`config.mk`:
```
export PLATFORM = sky130hd
export DESIGN_NAME = despachador_llamadas
export DESIGN_NICKNAME = d
export VERILOG_FILES = /design/src/rtl/despachador_llamadas_pkg.sv /design/src/rtl/despachador_llamadas_asignador_asc.sv /design/src/rtl/despachador_llamadas.sv
export SDC_FILE = /design/constraint.sdc
export NUM_CORES = 1
export LEC_CHECK = 0
export CORE_MARGIN = 4
export CORE_UTILIZATION = 50
export CTS_CLUSTER_DIAMETER = 40
export CTS_CLUSTER_SIZE = 28
export DETAILED_ROUTE_END_ITERATION = 8
export GPL_TIMING_DRIVEN = 1
export PLACE_DENSITY = 0.87
export SETUP_SLACK_MARGIN = 0.05
export SYNTH_ARGS = -nofsm -noshare
export SYNTH_HDL_FRONTEND = slang
export SYNTH_HIERARCHICAL = 1
export SYNTH_SLANG_ARGS = --single-unit
export TNS_END_PERCENT = 20
```
`constraint.sdc`:
```
create_clock -name clk -period 3.45 [get_ports clk]
set_input_delay 0.345 -clock clk [delete_from_list [all_inputs] [get_ports clk]]
set_output_delay 0.345 -clock clk [all_outputs]
set_load 0.01 [all_outputs]
```
`src/rtl/despachador_llamadas_pkg.sv`:
```
// Shared definitions for the two-elevator call dispatcher: per-elevator
// FSM state encoding, elevator direction codes and default sizing.
package despacho_pkg;

  localparam int N_PISOS_DEF        = 4;
  localparam int PISO_W_DEF         = 2;
  localparam int TIMEOUT_CICLOS_DEF = 1024;

  typedef enum logic [1:0] {
    LIBRE     = 2'd0,
    ASIGNANDO = 2'd1,
    EN_VIAJE  = 2'd2
  } estado_t;

  localparam logic [1:0] DIR_PARADO = 2'b00;
  localparam logic [1:0] DIR_SUBE   = 2'b01;
  localparam logic [1:0] DIR_BAJA   = 2'b10;

endpackage

```
`src/rtl/despachador_llamadas_asignador_asc.sv`:
```
// Per-elevator assignment engine: FSM LIBRE -> ASIGNANDO -> EN_VIAJE,
// destino/valid registers, arrival detection and, with the macro
// DESPACHO_TIMEOUT_EN defined, an ack timeout that releases the call.
//
// Handshake: o_valido rises with o_destino loaded and both stay constant
// until i_ack is sampled high on a clock edge; that edge completes the
// transfer and o_valido is low from the next cycle. i_ack is ignored while
// o_valido is low.
module asignador_asc
  import despacho_pkg::*;
#(
  parameter int PISO_W         = PISO_W_DEF,
  parameter int TIMEOUT_CICLOS = TIMEOUT_CICLOS_DEF
) (
  input  logic              clk,
  input  logic              rst,
  input  logic              i_asignar,
  input  logic [PISO_W-1:0] i_destino,
  input  logic [PISO_W-1:0] i_piso,
  input  logic [1:0]        i_direccion,
  input  logic              i_puertas,
  input  logic              i_ack,
  output logic [PISO_W-1:0] o_destino,
  output logic              o_valido,
  output logic              o_elegible,
  output logic              o_llegada,
  output logic              o_timeout,
  output logic [1:0]        o_estado
);

  estado_t           r_estado;
  estado_t           w_estado_sig;
  logic [PISO_W-1:0] r_destino;
  logic              r_valido;
  logic              w_llegada;
  logic              w_timeout;

`ifdef DESPACHO_TIMEOUT_EN
  localparam int CNT_W = $clog2(TIMEOUT_CICLOS + 1);
  logic [CNT_W-1:0] r_cnt;
  logic             r_excluir;

  // Counts cycles spent waiting for ack; restarts on every new assignment.
  always_ff @(posedge clk or posedge rst) begin
    if (rst) begin
      r_cnt     <= '0;
      r_excluir <= 1'b0;
    end else begin
      r_cnt     <= (r_estado == ASIGNANDO && w_estado_sig == ASIGNANDO) ? r_cnt + 1'b1 : '0;
      r_excluir <= w_timeout;
    end
  end

  assign o_elegible = (r_estado == LIBRE) && (i_direccion == DIR_PARADO) && !r_excluir;
`else
  assign o_elegible = (r_estado == LIBRE) && (i_direccion == DIR_PARADO);
`endif

  // Next-state logic; arrival and timeout are single-cycle strobes to the top.
  always_comb begin
    w_estado_sig = r_estado;
    w_llegada    = 1'b0;
    w_timeout    = 1'b0;
    case (r_estado)
      LIBRE: begin
        if (i_asignar) w_estado_sig = ASIGNANDO;
      end
      ASIGNANDO: begin
        if (i_ack) begin
          w_estado_sig = EN_VIAJE;
        end
`ifdef DESPACHO_TIMEOUT_EN
        else if (r_cnt == CNT_W'(TIMEOUT_CICLOS - 1)) begin
          w_timeout    = 1'b1;
          w_estado_sig = LIBRE;
        end
`endif
      end
      EN_VIAJE: begin
        if (i_piso == r_destino && i_puertas) begin
          w_llegada    = 1'b1;
          w_estado_sig = LIBRE;
        end
      end
      default: w_estado_sig = LIBRE;
    endcase
  end

  // State, destino and valid registers; destino only loads from LIBRE.
  always_ff @(posedge clk or posedge rst) begin
    if (rst) begin
      r_estado  <= LIBRE;
      r_destino <= '0;
      r_valido  <= 1'b0;
    end else begin
      r_estado <= w_estado_sig;
      r_valido <= (w_estado_sig == ASIGNANDO);
      if (r_estado == LIBRE && i_asignar) r_destino <= i_destino;
    end
  end

  assign o_destino = r_destino;
  assign o_valido  = r_valido;
  assign o_llegada = w_llegada;
  assign o_timeout = w_timeout;
  assign o_estado  = r_estado;

endmodule

```
`src/rtl/despachador_llamadas.sv`:
```
// Call dispatcher for two elevators: latches call-button rising edges,
// picks the lowest unassigned pending floor and hands it to the closest
// idle elevator (tie -> elevator 1), at most one assignment per cycle.
// Optional ack timeout is enabled with the macro DESPACHO_TIMEOUT_EN.
module despachador_llamadas
  import despacho_pkg::*;
#(
  parameter int N_PISOS        = N_PISOS_DEF,
  parameter int PISO_W         = PISO_W_DEF,
  parameter int TIMEOUT_CICLOS = TIMEOUT_CICLOS_DEF
) (
  input  logic               clk,
  input  logic               rst,
  input  logic [N_PISOS-1:0] llamada,
  input  logic [PISO_W-1:0]  piso_asc_1,
  input  logic [1:0]         direccion_asc_1,
  input  logic               puertas_abiertas_asc_1,
  input  logic               destino_ack_asc_1,
  input  logic [PISO_W-1:0]  piso_asc_2,
  input  logic [1:0]         direccion_asc_2,
  input  logic               puertas_abiertas_asc_2,
  input  logic               destino_ack_asc_2,
  output logic [PISO_W-1:0]  destino_asc_1,
  output logic               destino_valido_asc_1,
  output logic [PISO_W-1:0]  destino_asc_2,
  output logic               destino_valido_asc_2,
  output logic [N_PISOS-1:0] llamadas_pendientes
);

  logic [N_PISOS-1:0] r_llamada_prev;
  logic [N_PISOS-1:0] r_pendiente;
  logic [N_PISOS-1:0] r_asignada;

  logic [N_PISOS-1:0] w_flanco;
  logic [N_PISOS-1:0] w_libres;
  logic [N_PISOS-1:0] w_limpiar;
  logic [N_PISOS-1:0] w_liberar;
  logic [N_PISOS-1:0] w_marcar;
  logic [PISO_W-1:0]  w_cand;
  logic               w_hay_cand;
  logic [PISO_W-1:0]  w_dist_1;
  logic [PISO_W-1:0]  w_dist_2;
  logic               w_eleg_1, w_eleg_2;
  logic               w_asig_1, w_asig_2;
  logic               w_llegada_1, w_llegada_2;
  logic               w_timeout_1, w_timeout_2;
  logic [1:0]         w_estado_1, w_estado_2;

  assign w_flanco = llamada & ~r_llamada_prev;
  assign w_libres = r_pendiente & ~r_asignada;

  // Lowest-index pending floor that no elevator is serving yet.
  always_comb begin
    w_cand     = '0;
    w_hay_cand = 1'b0;
    for (int i = N_PISOS - 1; i >= 0; i--) begin
      if (w_libres[i]) begin
        w_hay_cand = 1'b1;
        w_cand     = PISO_W'(i);
      end
    end
  end

  // Distance arbitration between eligible elevators; ties favour elevator 1.
  always_comb begin
    w_dist_1 = (piso_asc_1 > w_cand) ? piso_asc_1 - w_cand : w_cand - piso_asc_1;
    w_dist_2 = (piso_asc_2 > w_cand) ? piso_asc_2 - w_cand : w_cand - piso_asc_2;
    w_asig_1 = w_hay_cand && w_eleg_1 && (!w_eleg_2 || (w_dist_1 <= w_dist_2));
    w_asig_2 = w_hay_cand && w_eleg_2 && !w_asig_1;
  end

  // Floor masks to set/clear this cycle from assignment, arrival and timeout.
  always_comb begin
    w_marcar  = '0;
    w_limpiar = '0;
    w_liberar = '0;
    if (w_asig_1 || w_asig_2) w_marcar[w_cand] = 1'b1;
    if (w_llegada_1) w_limpiar[destino_asc_1] = 1'b1;
    if (w_llegada_2) w_limpiar[destino_asc_2] = 1'b1;
    if (w_timeout_1) w_liberar[destino_asc_1] = 1'b1;
    if (w_timeout_2) w_liberar[destino_asc_2] = 1'b1;
  end

  // Call capture and masks; a new press wins over a same-cycle clear.
  always_ff @(posedge clk or posedge rst) begin
    if (rst) begin
      r_llamada_prev <= '0;
      r_pendiente    <= '0;
      r_asignada     <= '0;
    end else begin
      r_llamada_prev <= llamada;
      r_pendiente    <= (r_pendiente & ~w_limpiar) | w_flanco;
      r_asignada     <= (r_asignada & ~w_limpiar & ~w_liberar) | w_marcar;
    end
  end

  assign llamadas_pendientes = r_pendiente;

  asignador_asc #(
    .PISO_W         (PISO_W),
    .TIMEOUT_CICLOS (TIMEOUT_CICLOS)
  ) u_asc_1 (
    .clk         (clk),
    .rst         (rst),
    .i_asignar   (w_asig_1),
    .i_destino   (w_cand),
    .i_piso      (piso_asc_1),
    .i_direccion (direccion_asc_1),
    .i_puertas   (puertas_abiertas_asc_1),
    .i_ack       (destino_ack_asc_1),
    .o_destino   (destino_asc_1),
    .o_valido    (destino_valido_asc_1),
    .o_elegible  (w_eleg_1),
    .o_llegada   (w_llegada_1),
    .o_timeout   (w_timeout_1),
    .o_estado    (w_estado_1)
  );

  asignador_asc #(
    .PISO_W         (PISO_W),
    .TIMEOUT_CICLOS (TIMEOUT_CICLOS)
  ) u_asc_2 (
    .clk         (clk),
    .rst         (rst),
    .i_asignar   (w_asig_2),
    .i_destino   (w_cand),
    .i_piso      (piso_asc_2),
    .i_direccion (direccion_asc_2),
    .i_puertas   (puertas_abiertas_asc_2),
    .i_ack       (destino_ack_asc_2),
    .o_destino   (destino_asc_2),
    .o_valido    (destino_valido_asc_2),
    .o_elegible  (w_eleg_2),
    .o_llegada   (w_llegada_2),
    .o_timeout   (w_timeout_2),
    .o_estado    (w_estado_2)
  );

endmodule

```
# Yosys cells after proc, flatten, opt, wreduce, memory -nomap -nowiden
# Index checks and enable logic that the tools add are counted.
# totals
ff_bits,22
latch_bits,0
inputBits,18
romBits,0
ram_bits,0
wordCells,92
out_inout_bits,10
n_memories,0
# classes
shifts,0
muxes,31
n_reduce_logical,21
n_addsub,4
order_cmp,9
div_mod_pow,0
multipliers,0
bitwise_logic,10
eq_ne,8
# ops
cell,n
$mux 2,12
$and 4x4->4,4
$logic_and 1x1->1,13
$mux 4,3
$not 4->4,3
$or 4x4->4,3
$pmux 2 s3,2
$mux 1,11
$lt 2x3->1 const B,3
$eq 2x1->1 const B,4
$logic_not 2->1,4
$sub 2x2->2,4
$demux 1 s2,3
$ge 2x1->1 const B,3
$eq 2x2->1,2
$eq 2x2->1 const B,2
$gt 2x2->1,2
$le 2x2->1,1
$logic_not 1->1,2
$logic_or 1x1->1,2

# Depth between registers and ports, before layout
# Gate-level depths: netlist (run 1).
# depth
word_depth,16
depth_mapped,17
mapped_depth_nobuf,17

# Cells and area by module
# Netlist (run 1), hierarchy kept.
# by_module_without_submodules
mod,seq_area_each_um2,instances,cells_per_inst,area_per_inst_um2
despachador_llamadas,300.3,1,96,825.8
asignador_asc,125.1,2,23,259.0

# Worst setup path before layout (run 1)
# No wires, ideal clock.
# synth_path
path_kind,register to register
start,register r_asignada[1]
end,register u_asc_2.r_destino[0] (netlist: u_asc_2/o_destino[0])
arrival_ns,3.072
setup_slack_ns,0.250
path_stages_with_launch,17
setup_ns,0.128
path_cell_list,dfrtp_1 nand2b_1 and2_1 o21ai_1 inv_1 fa_1 nor2_1 nor3b_1 a21oi_1 o21ai_0 ha_1 inv_1 o21ai_0 o21ai_0 and3_1 nor3b_2 mux2_1
# synth_via
elab_chain_cells,12
word_cells_on_any_way,22
classes_between,add/sub (4); order compare (3); mux (6); bitwise (2); reduce/logical (7)
# synth_lines
element,line_no,source
from (decl),despachador_llamadas.sv:32,logic [N_PISOS-1:0] r_asignada;
from (signal assigned),despachador_llamadas.sv:93,r_asignada <= (r_asignada & ~w_limpiar & ~w_liberar) | w_marcar;
$not 4->4 (*),despachador_llamadas.sv:50,assign w_libres = r_pendiente & ~r_asignada;
$and 4x4->4 (*),despachador_llamadas.sv:50,
$mux 2 (*) (2 in a row),despachador_llamadas.sv:57,if (w_libres[i]) begin
named net w_cand[1],despachador_llamadas.sv:39,logic [PISO_W-1:0] w_cand;
$sub 2x2->2 (tied with other cells),despachador_llamadas.sv:66,w_dist_1 = (piso_asc_1 > w_cand) ? piso_asc_1 - w_cand : w_cand - piso_asc_1;
"$mux 2, on equally long branches","despachador_llamadas.sv:66, despachador_llamadas.sv:67",
$le 2x2->1 (*),despachador_llamadas.sv:68,w_asig_1 = w_hay_cand && w_eleg_1 && (!w_eleg_2 || (w_dist_1 <= w_dist_2));
$logic_or 1x1->1 (*),despachador_llamadas.sv:68,
$logic_and 1x1->1 (*),despachador_llamadas.sv:68,
$logic_not 1->1 (*),despachador_llamadas.sv:69,w_asig_2 = w_hay_cand && w_eleg_2 && !w_asig_1;
$logic_and 1x1->1 (*),despachador_llamadas.sv:69,
named net w_asig_2,despachador_llamadas.sv:44,"logic w_asig_1, w_asig_2;"
$logic_and 1x1->1 (*),despachador_llamadas_asignador_asc.sv:98,if (r_estado == LIBRE && i_asignar) r_destino <= i_destino;
to (signal assigned),despachador_llamadas_asignador_asc.sv:98,
to (decl),despachador_llamadas_asignador_asc.sv:33,logic [PISO_W-1:0] r_destino;
# Mark *: on every way through the listed nets, which the timed path passes. The rest lies on a longest branch.
# A chain may end at the register's enable or synchronous reset.

# Final worst setup path (run 1)
# layout_path
start,register r_asignada[3]
end,register u_asc_2.r_destino[0] (netlist: u_asc_2/o_destino[0])
# layout_via
elab_chain_cells,14
word_cells_on_any_way,26
classes_between,add/sub (4); order compare (3); mux (10); bitwise (2); reduce/logical (7)
# layout_lines
element,line_no
$not 4->4 (*),despachador_llamadas.sv:50
$and 4x4->4 (*),despachador_llamadas.sv:50
$mux 2 (*) (4 in a row),despachador_llamadas.sv:57
named net w_cand[0],despachador_llamadas.sv:39
$sub 2x2->2 (tied with other cells),despachador_llamadas.sv:66
"$mux 2, on equally long branches","despachador_llamadas.sv:66, despachador_llamadas.sv:67"
$le 2x2->1 (*),despachador_llamadas.sv:68
$logic_or 1x1->1 (*),despachador_llamadas.sv:68
$logic_and 1x1->1 (*),despachador_llamadas.sv:68
$logic_not 1->1 (*),despachador_llamadas.sv:69
$logic_and 1x1->1 (*),despachador_llamadas.sv:69
named net w_asig_2,despachador_llamadas.sv:44
$logic_and 1x1->1 (*),despachador_llamadas_asignador_asc.sv:98
# Marks and branches as above.

==> flow_metrics.env, run 1 <==
export IMPL_synth_yosys_seq_area_share=0.410
export IMPL_setup_ws_ns=-0.0934
export IMPL_nNetsFinal=202
export IMPL_regToRegEndpoint="u_asc_2/o_destino[0]"
export IMPL_synth_seq_cells=22
export IMPL_grt_pass1_wl_mm=5.55
export IMPL_row_count=18
export IMPL_synthesis_nets=167
export IMPL_grt_setup_unrepaired="true"
export IMPL_worstPathMaxFanout=3
export IMPL_fill_cells=192
export IMPL_clockBufferDepth=2
export IMPL_ys_warnings_count=6
export IMPL_drv_cap=0
export IMPL_start_kind="flop"
export IMPL_finalInstanceArea_um2=1760
export IMPL_synth_distinct_cells=39
export IMPL_finalMaxSlewViolations=0
export IMPL_cts_max_level=1
export IMPL_max_freq_mhz=282
export IMPL_async_flop_share=1.00
export IMPL_min_path_type="in2async"
export IMPL_syn_to_final_growth_pct=30.8
export IMPL_coreArea_um2=2520
export IMPL_routedWlPerCell_um=16.9
export IMPL_setup_violations=4
export IMPL_cts_tree="built"
export IMPL_rr_worst_depth=17
export IMPL_drive_gt1_frac=0.154
export IMPL_drtIter0Drc=43
export IMPL_synth_area_um2=1340
export IMPL_vias=1202
export IMPL_dieArea_um2=3580
export IMPL_syn_inst=142
export IMPL_clock_tree_root_cell="clkbuf_4"
export IMPL_die_x_um=59.8
export IMPL_synth_edf_count=0
export IMPL_antenna_found_initial=0
export IMPL_end_kind="flop"
export IMPL_grt_total_usage=0.207
export IMPL_initial_core_util=0.533
export IMPL_status="complete, but fails checks"
export IMPL_power_w=0.00137
export IMPL_crit_type="reg2reg"
export IMPL_ys_dominant_reg_cell="dfrtp_1"
export IMPL_placed_cell_area_um2=1650
export IMPL_dr_pass1_iters=4
export IMPL_pin_count=28
export IMPL_ir_drop_uv=547
export IMPL_ant_nets=0
export IMPL_cts_clk_slew_worst_paths_ns=0.11
export IMPL_syn_avg_cell_area_um2=9.46
export IMPL_dp_hpwl_mm=2.49
export IMPL_diodes=0
export IMPL_die_h_um=59.8
export IMPL_clock_sinks=22
export IMPL_cts_buffers=3
export IMPL_violations="setup timing"
export IMPL_maxSlewHeadroom=0.512
export IMPL_max_slew_worst_pin_slew_ns=0.726
export IMPL_cp_data_arrival_time_ns=3.75
export IMPL_remaining_drc_errors=0
export IMPL_clk_latency_ns=0.31
export IMPL_whs_ns=0.282
export IMPL_hold_viol=0
export IMPL_grt_pass1_vias=1264
export IMPL_fin_crit_sh=1.03
export IMPL_overflow=0
export IMPL_leakage_nw=0.761
export IMPL_finClkSkew_ns=0.00214
export IMPL_p_per_area_nw_per_um2=778
export IMPL_grt_max_degree=13
export IMPL_via_per_inst=5.86
export IMPL_drt_total_wl_mm=3.47
export IMPL_routabilityCongestion=0.857
export IMPL_required_ns=3.66
export IMPL_io_buffer_count=27
export IMPL_period_needed_ns=3.54
export IMPL_rrSetupSlack_ns=-0.09
export IMPL_worstReg2RegStart="r_asignada[3]"
-- worst max path at each step --
stage	startpoint	end	slack, ns	cells past startpoint
after global placement	r_asignada[1]	u_asc_1/o_destino[0]	0.09	16
after floorplan	r_asignada[1]	u_asc_2/o_destino[0]	0.25	16
after global routing	r_asignada[3]	u_asc_2/o_destino[0]	-0.25	17
after detailed placement	llamadas_pendientes[3]	u_asc_1/o_destino[1]	-0.07	16
after CTS	r_asignada[3]	u_asc_2/o_destino[1]	0.06	16
final	r_asignada[3]	u_asc_2/o_destino[0]	-0.09	17
-- synth_stat cells, types with 3 or more instances --
library cell,number,share of area
o22ai_1,4,0.019
dfrtp_1,22,0.41
inv_1,14,0.039
nand2_1,9,0.025
o21ai_0,8,0.030
mux2_1,4,0.034
xnor2_1,4,0.026
nor2_1,8,0.022
a21oi_1,8,0.030
nor2b_1,3,0.014
nand2b_1,11,0.051
a32oi_1,4,0.026
ha_1,5,0.047
-- metal layers --
metal	track usage	share of wire	vias to the layer above
met5	0	0	-
met4	0.0886	0.027	0
met3	0.0346	0.044	9
met2	0.370	0.53	48
met1	0.241	0.40	587
li1	-	-	558
-- flip-flops by register name (all words and copies together), names as in the netlist --
| name | count |
|---|---|
| llamadas_pendientes | 4 |
| r_asignada | 4 |
| r_llamada_prev | 4 |
| u_asc_1/o_destino | 2 |
| u_asc_1/o_estado | 2 |
| u_asc_2/o_destino | 2 |
| u_asc_2/o_estado | 2 |
| u_asc_1/o_valido | 1 |
| u_asc_2/o_valido | 1 |
-- through the flow --
stage | setup slack, ns | utilization | TNS [ns] | instances
final | -0.0934 | 0.697 | -0.202 | 205
after global routing | -0.245 | 0.697 | -0.880 | 205
after global placement | 0.0940 | 0.655 | 0 | 199
after CTS | 0.0573 | 0.676 | 0 | 204
after detailed placement | -0.0686 | 0.655 | -0.219 | 199
after floorplan | 0.250 | - | 0 | 142
-- report_power, final --
group / switching (W) / leakage, nW / internal, W
combinational: 0.000410 / 0.482 / 0.000384
sequential: 0.000122 / 0.265 / 0.000335
clock: 0.0000762 / 0.0138 / 0.0000409
-- cells in the final DEF (no fill, tap or decap), types with 2 or more instances in the layout --
| cell type | Yosys | routed |
|---|---|---|
| o21ai_1 | 1 | 2 |
| nor4_1 | 2 | 2 |
| ha_1 | 5 | 5 |
| clkdlybuf4s50_1 | 0 | 27 |
| buf_4 | 2 | 5 |
| a32oi_1 | 4 | 4 |
| conb_1 | 2 | 2 |
| xor2_1 | 2 | 2 |
| o22ai_1 | 4 | 4 |
| nand2b_1 | 11 | 10 |
| mux2_1 | 4 | 2 |
| mux2_4 | 0 | 2 |
| clkbuf_4 | 0 | 3 |
| inv_2 | 2 | 3 |
| nand3b_1 | 2 | 2 |
| nand3_1 | 2 | 2 |
| nor2b_1 | 3 | 3 |
| nor3b_4 | 0 | 2 |
| a31oi_1 | 2 | 2 |
| o21ai_0 | 8 | 3 |
| a21oi_2 | 0 | 3 |
| and4_1 | 2 | 2 |
| dfrtp_1 | 22 | 22 |
| nor2_1 | 8 | 8 |
| nand2_1 | 9 | 9 |
| a21oi_1 | 8 | 5 |
| o21ai_2 | 0 | 4 |
| xnor2_1 | 4 | 4 |
| and2b_1 | 2 | 2 |
| inv_1 | 14 | 13 |
-- worst max-delay path, cell delays in order (launching register included) --
cell	delay (ns)
dfrtp_1	0.40
and2b_1	0.23
o21ai_2	0.07
a21o_1	0.20
inv_2	0.11
nand2b_4	0.06
fa_1	0.47
nand2_1	0.10
a21oi_2	0.04
a31oi_1	0.17
o21ai_1	0.10
ha_1	0.35
inv_1	0.10
o21ai_2	0.06
o21ai_2	0.20
and3_4	0.22
nor3b_4	0.23
mux2_4	0.32
-- final cells by class --
class,instances,area [um2],share of cell area
Inverter,16,60.1,0.0342
Sequential cell,22,551,0.313
Clock buffer,3,22.5,0.0128
Tap cell,30,37.5,0.0214
Multi-Input combinational cell,102,779,0.443
Timing Repair Buffer,32,308,0.175
-- timing repair --
item | 4_1_cts | 5_1_grt
hold buffers | 0 | 0
resized for setup | 9 | 11
cloned | 0 | 0
pin swaps | 5 | 7
endpoints found under the setup margin | 4 | 4
setup buffers | 2 | 1
-- logic make-up (layout without fill, tap and decap cells) --
kind of cell    Yosys count  in the layout  share of synthesized area
mux                       5              5                     0.0410
simple gates             49             49                      0.212
flops                    22             22                      0.410
compound gates           33             33                      0.160
other cells               2              2                    0.00559
buf+inv                  18             51                     0.0559
xor+xnor                  6              6                     0.0391
fa+ha+maj                 7              7                     0.0764
No activity file was read; power rests on OpenSTA's default activity.
==> run 2: changes to the inputs <==
==> constraint.sdc (replaced) <==
create_clock -name clk -period 3.45 [get_ports clk]
set_input_delay 0.69 -clock clk [delete_from_list [all_inputs] [get_ports clk]]
set_output_delay 0.69 -clock clk [all_outputs]
set_load 0.01 [all_outputs]
==> run 2 against run 1 <==
Effect of this change: the flow now finishes without violations; cell area grew 5.3%; non-clock buffer count grew 10; hold slack gained 0.15 ns; global-route usage grew 0.59 points; setup slack gained 0.15 ns; routed wire length grew 1.6%; sequential cell count is the same; largest power group unchanged.
==> flow_metrics.env, run 2 (synthesis gave the netlist of run 1 again) <==
export IMPL_setup_violations=0
export IMPL_drtIter0Drc=37
export IMPL_path_depth=16
export IMPL_cp_data_arrival_time_ns=3.59
export IMPL_met2WireLength_mm=1.86
export IMPL_max_slew_worst_pin_slew_ns=0.708
export IMPL_required_ns=3.65
export IMPL_startpoint="llamadas_pendientes[3]"
export IMPL_cts_buffers=3
export IMPL_whs_ns=0.434
export IMPL_placed_cell_area_um2=1700
export IMPL_vias=1237
export IMPL_dp_hpwl_mm=2.52
export IMPL_finalInstanceArea_um2=1850
export IMPL_min_path_type="reg2reg"
export IMPL_clk_latency_ns=0.31
export IMPL_worstReg2RegStart="llamadas_pendientes[3]"
export IMPL_hold_viol=0
export IMPL_drt_met1_wl_mm=1.39
export IMPL_highest_layer="met4"
export IMPL_status="complete, no violations"
export IMPL_drv_cap=0
export IMPL_cts_tree="built"
export IMPL_cp_cell_sequence="and2b_1, buf_4, o21ai_2, buf_6, fa_1, nand2_1, a21oi_1, a31oi_1, o21ai_1, ha_1, inv_1, o21ai_2, o21ai_2, and3_4, nor3b_4, mux2_4"
export IMPL_crit_buf_inv=3
export IMPL_diodes=0
export IMPL_power_w=0.00141
export IMPL_multi_input_area_um2=779
export IMPL_dieArea_um2=3580
export IMPL_p_per_area_nw_per_um2=761
export IMPL_clock_tree_root_cell="clkbuf_4"
export IMPL_ant_nets=0
export IMPL_antenna_found_initial=0
export IMPL_syn_to_final_growth_pct=37.7
export IMPL_clockBufferDepth=2
export IMPL_rrSetupSlack_ns=0.06
export IMPL_ir_drop_uv=561
export IMPL_fin_crit_sh=0.983
export IMPL_crit_family="adder cells"
export IMPL_rr_worst_depth=16
export IMPL_io_buffer_count=27
export IMPL_nNetsFinal=212
export IMPL_wl_met3_um=142
export IMPL_final_common_cell="clkdlybuf4s50_1"
export IMPL_start_kind="flop"
export IMPL_cts_clk_slew_worst_paths_ns=0.11
export IMPL_grt_total_usage=0.213
export IMPL_die_h_um=59.8
export IMPL_end_kind="flop"
export IMPL_routedWlPerCell_um=16.3
export IMPL_grt_pass1_vias=1265
export IMPL_grt_max_degree=13
export IMPL_max_freq_mhz=295
export IMPL_grt_pass1_wl_mm=5.59
export IMPL_dr_pass1_iters=4
export IMPL_leakage_nw=0.818
export IMPL_regToRegEndpoint="u_asc_2/o_destino[0]"
export IMPL_row_count=18
export IMPL_endpoint="u_asc_2/o_destino[0]"
export IMPL_coreArea_um2=2520
export IMPL_slowest_stage="fa_1"
export IMPL_period_needed_ns=3.39
export IMPL_drive_gt1_frac=0.210
export IMPL_finalMaxSlewViolations=0
export IMPL_max_stage_delay_ns=0.43
export IMPL_overflow=0
export IMPL_via_per_inst=5.73
export IMPL_crit_type="reg2reg"
export IMPL_pin_count=28
export IMPL_fill_cells=189
export IMPL_worstPathMaxFanout=3
export IMPL_cts_max_level=1
export IMPL_cpMostUsedCell="o21ai_2"
export IMPL_utilization=0.734
export IMPL_grt_setup_unrepaired="true"
export IMPL_layout_common_cells="clkdlybuf4s50_1, dfrtp_1, buf_4, inv_1, nand2b_1"
export IMPL_remaining_drc_errors=0
export IMPL_finClkSkew_ns=0.00327
export IMPL_setup_ws_ns=0.0589
export IMPL_clock_sinks=22
export IMPL_die_x_um=59.8
export IMPL_initial_core_util=0.533
export IMPL_dpl_worst_slack_ns=-0.196
export IMPL_drt_total_wl_mm=3.52
export IMPL_seq_area_um2=551
export IMPL_routabilityCongestion=0.836
export IMPL_maxSlewHeadroom=0.524
[run 2: report_power, final]
group          internal [W]  switching (W)  total [W]
Clock             0.0000645      0.0000742   0.000139
Combinational      0.000421       0.000388   0.000809
Sequential         0.000335       0.000125   0.000459
[run 2: worst min-delay path by stage]
| stage | from | cells past startpoint | slack, ns | endpoint |
|---|---|---|---|---|
| after floorplan | r_llamada_prev[1] | 1 | 0.40 | llamadas_pendientes[1] |
| after global placement | r_llamada_prev[1] | 1 | 0.41 | llamadas_pendientes[1] |
| after detailed placement | r_llamada_prev[3] | 1 | 0.42 | llamadas_pendientes[3] |
| after CTS | r_llamada_prev[1] | 1 | 0.44 | llamadas_pendientes[1] |
| after global routing | r_llamada_prev[1] | 1 | 0.47 | llamadas_pendientes[1] |
| final | r_llamada_prev[1] | 1 | 0.43 | llamadas_pendientes[1] |
[run 2: worst register-to-register path: cells and delay by family, from the launching register on]
kind	cells	cell delay, ns
compound gates	6	0.69
fa+ha+maj	2	0.75
buf+inv	3	0.36
flops	1	0.40
mux	1	0.33
simple gates	4	0.74
[run 2: area by class of cell]
type | instances | area share
inverter | 16 | 0.0325
multi-input combinational | 102 | 0.421
sequential | 22 | 0.297
tap | 30 | 0.0203
clock buffer | 4 | 0.0196
timing repair buffer | 42 | 0.209
[run 2: repair_timing]
item,CTS,global route
setup endpoints to repair,4,4
hold buffers,0,0
pin swaps,7,7
resized for setup,14,9
setup buffers,6,1
[run 2: per-stage QoR]
step	TNS [ns]	std cells
after CTS	0	215
after floorplan	0	142
final	0	216
after detailed placement	-0.770	205
after global placement	-0.319	205
after global routing	-0.216	216
[run 2: metal layers]
layer / up-vias / track usage
li1: 579 / -
met1: 610 / 0.249
met2: 35 / 0.375
met3: 13 / 0.0367
met4: 0 / 0.0981
met5: - / 0
